===== src/rtl/reset_seq_pkg.sv =====
// Shared types and default timing for the reset sequencer.
package reset_seq_pkg;

    typedef enum logic [1:0] {
        StWaitLock,
        StHold,
        StRelease,
        StRun
    } state_e;

    localparam int unsigned DefHoldCycles  = 16;
    localparam int unsigned DefGapCycles   = 4;
    localparam int unsigned DefPulseCycles = 8;

endpackage


===== src/rtl/soft_pulse.sv =====
// One channel's soft-reset pulse timer: a request while idle in RUN starts a
// PULSE_CYCLES-long pulse that cannot be extended or restarted.
module soft_pulse
    import reset_seq_pkg::*;
#(
    parameter int unsigned PULSE_CYCLES = DefPulseCycles
) (
    input  logic clk,
    input  logic enable,
    input  logic req,
    input  logic abort,
    output logic pulse_active
);

    localparam int unsigned TimerW = $clog2(PULSE_CYCLES) + 1;

    logic [TimerW-1:0] timer_q, timer_d;

    always_comb begin
        timer_d = '0;
        if (abort || !enable) begin
            timer_d = '0;
        end else if (timer_q != '0) begin
            if (timer_q < TimerW'(PULSE_CYCLES)) begin
                timer_d = timer_q + TimerW'(1);
            end
        end else if (req) begin
            timer_d = TimerW'(1);
        end
    end

    // Next-state view, so the channel flop falls on the same edge that samples req.
    assign pulse_active = (timer_d != '0);

    always_ff @(posedge clk) begin
        timer_q <= timer_d;
    end

endmodule


===== src/rtl/reset_sequencer.sv =====
// Staggered release of NUM_CH downstream resets once lock has been stable,
// with per-channel soft-reset pulses while running.
module reset_sequencer
    import reset_seq_pkg::*;
#(
    parameter int unsigned NUM_CH       = 4,
    parameter int unsigned HOLD_CYCLES  = DefHoldCycles,
    parameter int unsigned GAP_CYCLES   = DefGapCycles,
    parameter int unsigned PULSE_CYCLES = DefPulseCycles
) (
    input  logic              CLOCK_50,
    input  logic              reset,
    input  logic              lock,
    input  logic [NUM_CH-1:0] soft_req,
    output logic [NUM_CH-1:0] ch_reset_n,
    output logic              all_released,
    output logic              busy
);

    localparam int unsigned CntMax = (HOLD_CYCLES > GAP_CYCLES) ? HOLD_CYCLES : GAP_CYCLES;
    localparam int unsigned CntW   = $clog2(CntMax) + 1;
    localparam int unsigned IdxW   = $clog2(NUM_CH) + 1;

    state_e            state_q, state_d;
    logic [CntW-1:0]   cnt_q, cnt_d, cnt_inc;
    logic [IdxW-1:0]   idx_q, idx_d;
    logic [NUM_CH-1:0] ch_q, ch_d, pulse_active;
    logic              all_rel_q, all_rel_d;
    logic              run, abort;

    assign run     = (state_q == StRun);
    assign abort   = reset | ~lock;
    assign cnt_inc = (cnt_q == '1) ? cnt_q : cnt_q + CntW'(1);

    always_comb begin
        state_d = state_q;
        cnt_d   = cnt_q;
        idx_d   = idx_q;
        ch_d    = ch_q;
        case (state_q)
            StWaitLock: begin
                ch_d  = '0;
                cnt_d = '0;
                idx_d = '0;
                if (lock) state_d = StHold;
            end
            StHold: begin
                if (!lock) begin
                    state_d = StWaitLock;
                    ch_d    = '0;
                    cnt_d   = '0;
                    idx_d   = '0;
                end else if (cnt_q == CntW'(HOLD_CYCLES)) begin
                    ch_d[0] = 1'b1;
                    cnt_d   = '0;
                    idx_d   = IdxW'(1);
                    state_d = (NUM_CH == 1) ? StRun : StRelease;
                end else begin
                    cnt_d = cnt_inc;
                end
            end
            StRelease: begin
                if (!lock) begin
                    state_d = StWaitLock;
                    ch_d    = '0;
                    cnt_d   = '0;
                    idx_d   = '0;
                end else if (cnt_q == CntW'(GAP_CYCLES - 1)) begin
                    for (int unsigned k = 0; k < NUM_CH; k++) begin
                        ch_d[k] = ch_q[k] | (idx_q == IdxW'(k));
                    end
                    cnt_d = '0;
                    idx_d = idx_q + IdxW'(1);
                    if (idx_q == IdxW'(NUM_CH - 1)) state_d = StRun;
                end else begin
                    cnt_d = cnt_inc;
                end
            end
            StRun: begin
                if (!lock) begin
                    state_d = StWaitLock;
                    ch_d    = '0;
                end else begin
                    ch_d = ~pulse_active;
                end
            end
            default: state_d = StWaitLock;
        endcase
        all_rel_d = run && (state_d == StRun) && (&ch_d);
    end

    always_ff @(posedge CLOCK_50) begin
        if (reset) begin
            state_q   <= StWaitLock;
            cnt_q     <= '0;
            idx_q     <= '0;
            all_rel_q <= 1'b0;
        end else begin
            state_q   <= state_d;
            cnt_q     <= cnt_d;
            idx_q     <= idx_d;
            all_rel_q <= all_rel_d;
        end
    end

    for (genvar k = 0; k < NUM_CH; k++) begin : g_ch
        (* keep = "true" *) logic ch_bit_q;

        always_ff @(posedge CLOCK_50) begin
            if (reset) ch_bit_q <= 1'b0;
            else       ch_bit_q <= ch_d[k];
        end

        assign ch_q[k]       = ch_bit_q;
        assign ch_reset_n[k] = ch_bit_q;

        soft_pulse #(
            .PULSE_CYCLES(PULSE_CYCLES)
        ) u_soft_pulse (
            .clk         (CLOCK_50),
            .enable      (run),
            .req         (soft_req[k]),
            .abort       (abort),
            .pulse_active(pulse_active[k])
        );
    end

    assign all_released = all_rel_q;
    assign busy         = ~run;

endmodule


===== config.mk =====
export PLATFORM = sky130hd
export DESIGN_NAME = reset_sequencer
export DESIGN_NICKNAME = d
export VERILOG_FILES = /design/src/rtl/reset_seq_pkg.sv /design/src/rtl/soft_pulse.sv /design/src/rtl/reset_sequencer.sv
export SDC_FILE = /design/constraint.sdc
export NUM_CORES = 1
export LEC_CHECK = 0
export ABC_AREA = 1
export BUFFER_PORTS_ARGS = -buffer_cell sky130_fd_sc_hd__buf_2
export CAP_MARGIN = 20
export CELL_PAD_IN_SITES_DETAIL_PLACEMENT = 0
export CELL_PAD_IN_SITES_GLOBAL_PLACEMENT = 1
export CORE_UTILIZATION = 31
export DETAILED_ROUTE_END_ITERATION = 6
export PLACE_DENSITY_LB_ADDON = 0.1
export SLEW_MARGIN = 5
export SYNTH_ARGS = -nofsm -noshare
export SYNTH_HDL_FRONTEND = slang
export SYNTH_HIERARCHICAL = 1
export SYNTH_SLANG_ARGS = --single-unit

===== constraint.sdc =====
create_clock -name CLOCK_50 -period 2.9 [get_ports CLOCK_50]
set_clock_uncertainty 0.05 [all_clocks]
set_input_delay 0 -clock CLOCK_50 [delete_from_list [all_inputs] [get_ports CLOCK_50]]
set_output_delay 0 -clock CLOCK_50 [all_outputs]
set_load 0.1 [all_outputs]

---- Yosys cells after proc, flatten, opt, wreduce, memory -nomap -nowiden ----
Cells that the tools add are included.
cells by class
  $add $sub $neg .......................... 6
  magnitude comparators ................... 4
  equal/unequal tests ..................... 12
  muxes and demuxes ....................... 42
  bitwise operators ....................... 8
  reduce and logical (&&, ||, !) cells .... 17
operators by type and width
  operator             number
  $mux 4               15
  $reduce_bool 4->1    8
  $mux 5               5
  $add 4x1->4 const B  4
  $lt 4x4->1 const B   4
  $pmux 4 s4           1
  $mux 3               5
  $pmux 5 s3           1
  $mux 2               7
  $eq 5x5->1 const B   2
  $pmux 3 s3           1
  $pmux 2 s4           1
  $eq 2x2->1 const B   3
  $eq 3x2->1 const B   2
  $mux 1               6
  $ne 3x3->1 const B   2
  $add 5x1->5 const B  1
  $eq 5x2->1 const B   1
  $or 1x1->1           5
  $not 4->4            1
  $reduce_and 4->1     1
  $add 3x1->3 const B  1
  $eq 3x1->1 const B   1
  $logic_not 3->1      1
  8 further kinds      10
word-level totals
  register bits after elaboration ......... 31
  output and inout bits ................... 6
  logic and storage cells ................. 101

---- Longest topological paths before layout ----
  depth after elaboration ................. 10
  gate-level depth with buffers ........... 15
  depth with buffers taken out ............ 14

---- Modules after synthesis ----
Netlist, hierarchy kept.
by module, submodules not included
  module           instances  cells an instance  area each (um^2)  sequential area each (um^2)
  reset_sequencer  1          162                1052.3            300.3
  soft_pulse       4          34                 249.0             80.1

---- Worst setup path after synthesis ----
Ideal clock, no wire load.
  kind .................................... reg2reg
  start point ............................. register state_q[1]
  end point ............................... register cnt_q[0]
  arrival time ............................ 1975 ps
  path slack .............................. 761 ps
  cell stages (with the launch flop) ...... 6
  buffers on the path ..................... 0
  cell sequence ........................... dfxtp_1 ha_1 inv_1 o21ai_1 xor2_1 nor2_1
between the ends
  longest elaborated chain between the ends .. 2
  elaborated cells on any way between the ends .. 5
  those cells by class .................... 2 x eq/ne; 1 x mux; 2 x reduce/logical
ends and longest elaborated chain
  what                                             RTL line                text
  start: declaration                               reset_sequencer.sv:24   state_e state_q, state_d;
  start signal: assignment                         reset_sequencer.sv:94   state_q <= StWaitLock;
  start signal: assignment                         reset_sequencer.sv:99   state_q <= state_d;
  $eq 2x2->1 (tied with other cells)               reset_sequencer.sv:40   case (state_q)
  $pmux 5 s3 or $reduce_bool 3->1 (tied branches)  n/a
  end signal: assignment                           reset_sequencer.sv:100  cnt_q <= cnt_d;
  end: declaration                                 reset_sequencer.sv:25   logic [CntW-1:0] cnt_q, cnt_d, cnt_inc;
Parallel ways exist; a longest one is shown, timed or not.
A chain may end at the register's enable or synchronous reset.

---- Worst setup path in the final report ----
  start point ............................. register state_q[1]
  end point ............................... register all_rel_q, in the netlist all_released
between the ends
  longest elaborated chain between the ends .. 10
  elaborated cells on any way between the ends .. 29
  those cells by class .................... 4 x eq/ne; 14 x mux; 1 x bitwise; 10 x reduce/logical
ends and longest elaborated chain
  what                       RTL line                text
  $eq 2x2->1                 reset_sequencer.sv:31   assign run = (state_q == StRun);
  named net run              reset_sequencer.sv:29   logic run, abort;
  $logic_not 1->1            soft_pulse.sv:21        if (abort || !enable) begin
  $logic_or 1x1->1           soft_pulse.sv:21
  $mux 4                     soft_pulse.sv:21
  $reduce_bool 4->1          soft_pulse.sv:33        assign pulse_active = (timer_d != '0);
  named net pulse_active[3]  reset_sequencer.sv:27   logic [NUM_CH-1:0] ch_q, ch_d, pulse_active;
  $not 4->4                  reset_sequencer.sv:84   ch_d = ~pulse_active;
  $mux 4                     reset_sequencer.sv:80   if (!lock) begin
  $pmux 4 s4                 reset_sequencer.sv:40
  $reduce_and 4->1           reset_sequencer.sv:89   all_rel_d = run && (state_d == StRun) && (&ch_d);
  $logic_and 1x1->1          reset_sequencer.sv:89
  end signal: assignment     reset_sequencer.sv:102  all_rel_q <= all_rel_d;
  end: declaration           reset_sequencer.sv:28   logic all_rel_q, all_rel_d;
The timed path passes the listed nets, and every way through them passes these cells.

==> metrics.md <==
| Metric | Value |
|---|---|
| Post-synthesis compound-gate area fraction | `7.70%` |
| Share of cells above drive strength 1 | `17.8%` |
| Tcrit/Tclk final | `71.6%` |
| Count leader, synth | `nand2_1` |
| Area after DPL | `0.00216 mm²` |
| Die Wd | `83.3 µm` |
| Syn. warnings | `6` |
| Overall power | `806 µW` |
| Yosys reg bits | `31` |
| Core ar. | `0.00635 mm²` |
| Final setup fails | `0` |
| Finished Layout Cells | `392` |
| Worst setup path class | `reg -> reg` |
| Post-Syn Area | `0.00205 mm²` |
| Worst reg2reg path depth | `11` |
| Ports | `13` |
| Tightest Pin Transition | `0.691 ns` |
| DR vias/cell | `4.35` |
| Max Cap Viol | `0` |
| Static Leak | `1.13 nW` |
| Initial DRC count | `74` |
| Antenna violations before repair | `0` |
| Post-DP HPWL | `3290 µm` |
| R2R Setup Slk | `0.82 ns` |
| Vias in the first global route | `1666` |
| Register area share after synthesis | `30.3%` |
| Post-Syn Instances | `298` |
| Pre-antenna DRT Iters | `5` |
| Setup TNS | `0 ns` |
| Die H | `83.3 µm` |
| Initial core utilization | `32.3%` |
| WHS Path Cells | `5` |
| Multi-input gate area | `0.00112 mm²` |
| Port bufs | `12` |
| CP Capture Type | `register` |
| RD Place Congestion | `0.689` |
| CP arrival | `2.21 ns` |
| Multiplexer share of the synthesized area | `0%` |
| # DRC | `0` |
| Critical path required time | `3.04 ns` |
| Crit path max fanout | `11` |
| Final min period | `2.08 ns` |
| Vias | `1707` |
| RR Startpoint | `state_q[1]$_SDFF_PP0_` |
| Slew margin rel. | `54.0%` |
| CTS tree | `done` |
| GRT Util Overall | `13.2%` |
| First-pass GRT wire length | `7390 µm` |
| Sequential standard cell area | `621 µm²` |
| Pin count of the biggest net entering global routing | `13` |
| Longest Clk Path Bufs | `2` |
| Post-synth EDFFs | `0` |
| Root Buffer | `clkbuf_8` |
| Top sig layer | `met4` |
| Core occupancy in the finished layout | `35.8%` |
| Post-Synth XOR/XNOR Area | `0.428%` |
| Worst R2R End | `all_released$_SDFF_PP0_` |
| Syn avg cell area | `6.87 µm²` |
| Antenna-violating nets left | `0` |
| Area grow syn2layout | `11.1%` |
| Pwr per Cell Area | `354 mW/mm²` |
| HP Start | `soft_req[1]` |
| Synth top area cells | `dfxtp_1 30%, nand2_1 12%, ha_1 12%` |
| Async SR Flop Fraction | `0%` |
| Routed met3 length | `97 µm` |
| Final hold violation count | `0` |
| Final worst setup slack | `0.823 ns` |
| Fin nets | `340` |
| Overflow after GRT | `0` |
| FILL cells | `709` |
| Yosys top cell area share | `30.3%` |
| Fmax | `481 MHz` |
| Post-synth cell types | `23` |
| Final wirelength | `4150 µm` |
| Clock slew at reported path FFs | `0.07 ns` |
| Adder-Cell Fraction of Synth Area | `11.6%` |
| Post-synth top cells | `68 x nand2_1, 58 x inv_1, 31 x dfxtp_1, 28 x nor2_1, 21 x nand3_1` |
| Clk sinks | `31` |
| Ys flop type | `dfxtp_1` |
| Die area | `0.00694 mm²` |
| H-tree Lvls | `2` |
| Met1 WL | `2050 µm` |
| Number of CTS-inserted buffers | `5` |
| Final Cell Area | `0.00227 mm²` |
| Setup slack after placement | `0.768 ns` |
| Largest family of logic cells by synthesized area | `simple AND/OR/NAND/NOR gates` |
| Wire per inst | `10.6 µm` |
| Worst min path class | `in -> reg` |
| Mapped Nets | `324` |
| Hold EP | `g_ch[1].u_soft_pulse/timer_q[0]$_DFF_P_` |
| Routed wl met2 | `1960 µm` |
| Hold WS | `0.00382 ns` |
| Maximum VDD drop | `0.135 mV` |
| Status | `finished clean` |
| Num rows | `29` |
| Postcts setup bufs | `0` |
| Max-slew violation count | `0` |
| Clk_lat worst skew | `0.28 ns` |
| Ant diodes | `0` |
| Largest area contributor in the netlist | `dfxtp_1` |
| Dpl cells | `381` |
| RSZ-0062 raised after global routing | `no` |
| CP startpoint kind | `register` |
| Synth Area in Simple Gates | `34.9%` |
[placed cells by master, fill, tap and decap left out]
| cell | count |
|---|---|
| nand3_2 | 1 |
| nand3_4 | 4 |
| buf_2 | 12 |
| ha_1 | 19 |
| nor2_4 | 5 |
| nand3_1 | 21 |
| a21oi_2 | 4 |
| inv_1 | 58 |
| o21ai_0 | 7 |
| clkbuf_1 | 2 |
| nor3_2 | 4 |
| clkbuf_8 | 5 |
| nand2_1 | 68 |
| nand4_1 | 3 |
| dlygate4sd3_1 | 3 |
| o211ai_1 | 1 |
| or2_0 | 1 |
| inv_2 | 13 |
| clkinv_2 | 1 |
| dfxtp_1 | 31 |
| o21ai_1 | 6 |
| xor2_1 | 1 |
| nand2_4 | 1 |
| nor2_1 | 28 |
| nand2_2 | 6 |
| a21oi_1 | 10 |
[final cells by class]
| cell class | instances | share of cell area, % |
|---|---|---|
| Multi-Input combinational cell | 190 | 49.2 |
| Sequential cell | 31 | 27.3 |
| Inverter | 71 | 11.7 |
| Tap cell | 77 | 4.24 |
| Timing Repair Buffer | 15 | 3.96 |
| Clock buffer | 7 | 3.36 |
| Clock inverter | 1 | 0.220 |
[kinds of logic (layout without fill, tap and decap cells)]
family                   count (synthesis)  in the layout
buffers and inverters                   77             94
flip-flops                              31             31
XOR/XNOR                                 1              1
adder cells (fa/ha/maj)                 19             19
AO/OA/AOI/OAI                           28             28
AND/OR/NAND/NOR                        142            142
[critical path: stages (launching register included)]
cell	delay [ns]
dfxtp_1	0.40
ha_1	0.63
nand3_4	0.14
nor2_4	0.13
nand2_1	0.08
nand3_1	0.11
or2_0	0.12
nand3_1	0.08
nand2_1	0.09
nor2_1	0.05
nand2_1	0.06
nor2_1	0.04
[metal layers]
| layer | track usage (%) | vias to the layer above |
|---|---|---|
| met5 | 0 | - |
| li1 | - | 938 |
| met1 | 16.2 | 747 |
| met4 | 3.76 | 0 |
| met3 | 2.98 | 4 |
| met2 | 22.9 | 18 |
[registers in the layout, summed over array words and instances, names as in the netlist]
name / cells
idx_q: 3
all_released: 1
g_ch.ch_bit_q: 4
state_q: 2
cnt_q: 5
g_ch.u_soft_pulse/timer_q: 16
[worst max-delay path by stage]
stage / start / end / slack [ns] / cells after the start
detailed placement: state_q[1]$_SDFF_PP0_ / all_released$_SDFF_PP0_ / 0.77 / 11
CTS: state_q[1]$_SDFF_PP0_ / all_released$_SDFF_PP0_ / 0.77 / 11
global route: state_q[1]$_SDFF_PP0_ / all_released$_SDFF_PP0_ / 0.63 / 11
floorplan: state_q[1]$_SDFF_PP0_ / cnt_q[0]$_SDFFE_PP0P_ / 0.76 / 5
finish: state_q[1]$_SDFF_PP0_ / all_released$_SDFF_PP0_ / 0.82 / 11
global placement: state_q[1]$_SDFF_PP0_ / all_released$_SDFF_PP0_ / 0.81 / 11
[timing repair]
item | CTS | global route
resized for setup | 0 | 0
hold buffers | 3 | 0
endpoints found under the hold margin | 3 | 0
[where the power goes]
group          leakage, nW  total (mW)  switching (mW)  internal [mW]
Sequential           0.250       0.429         0.00175          0.428
Combinational        0.837      0.0441          0.0291         0.0150
Clock               0.0422       0.332           0.164          0.168
No activity file was read; power rests on OpenSTA's default activity.
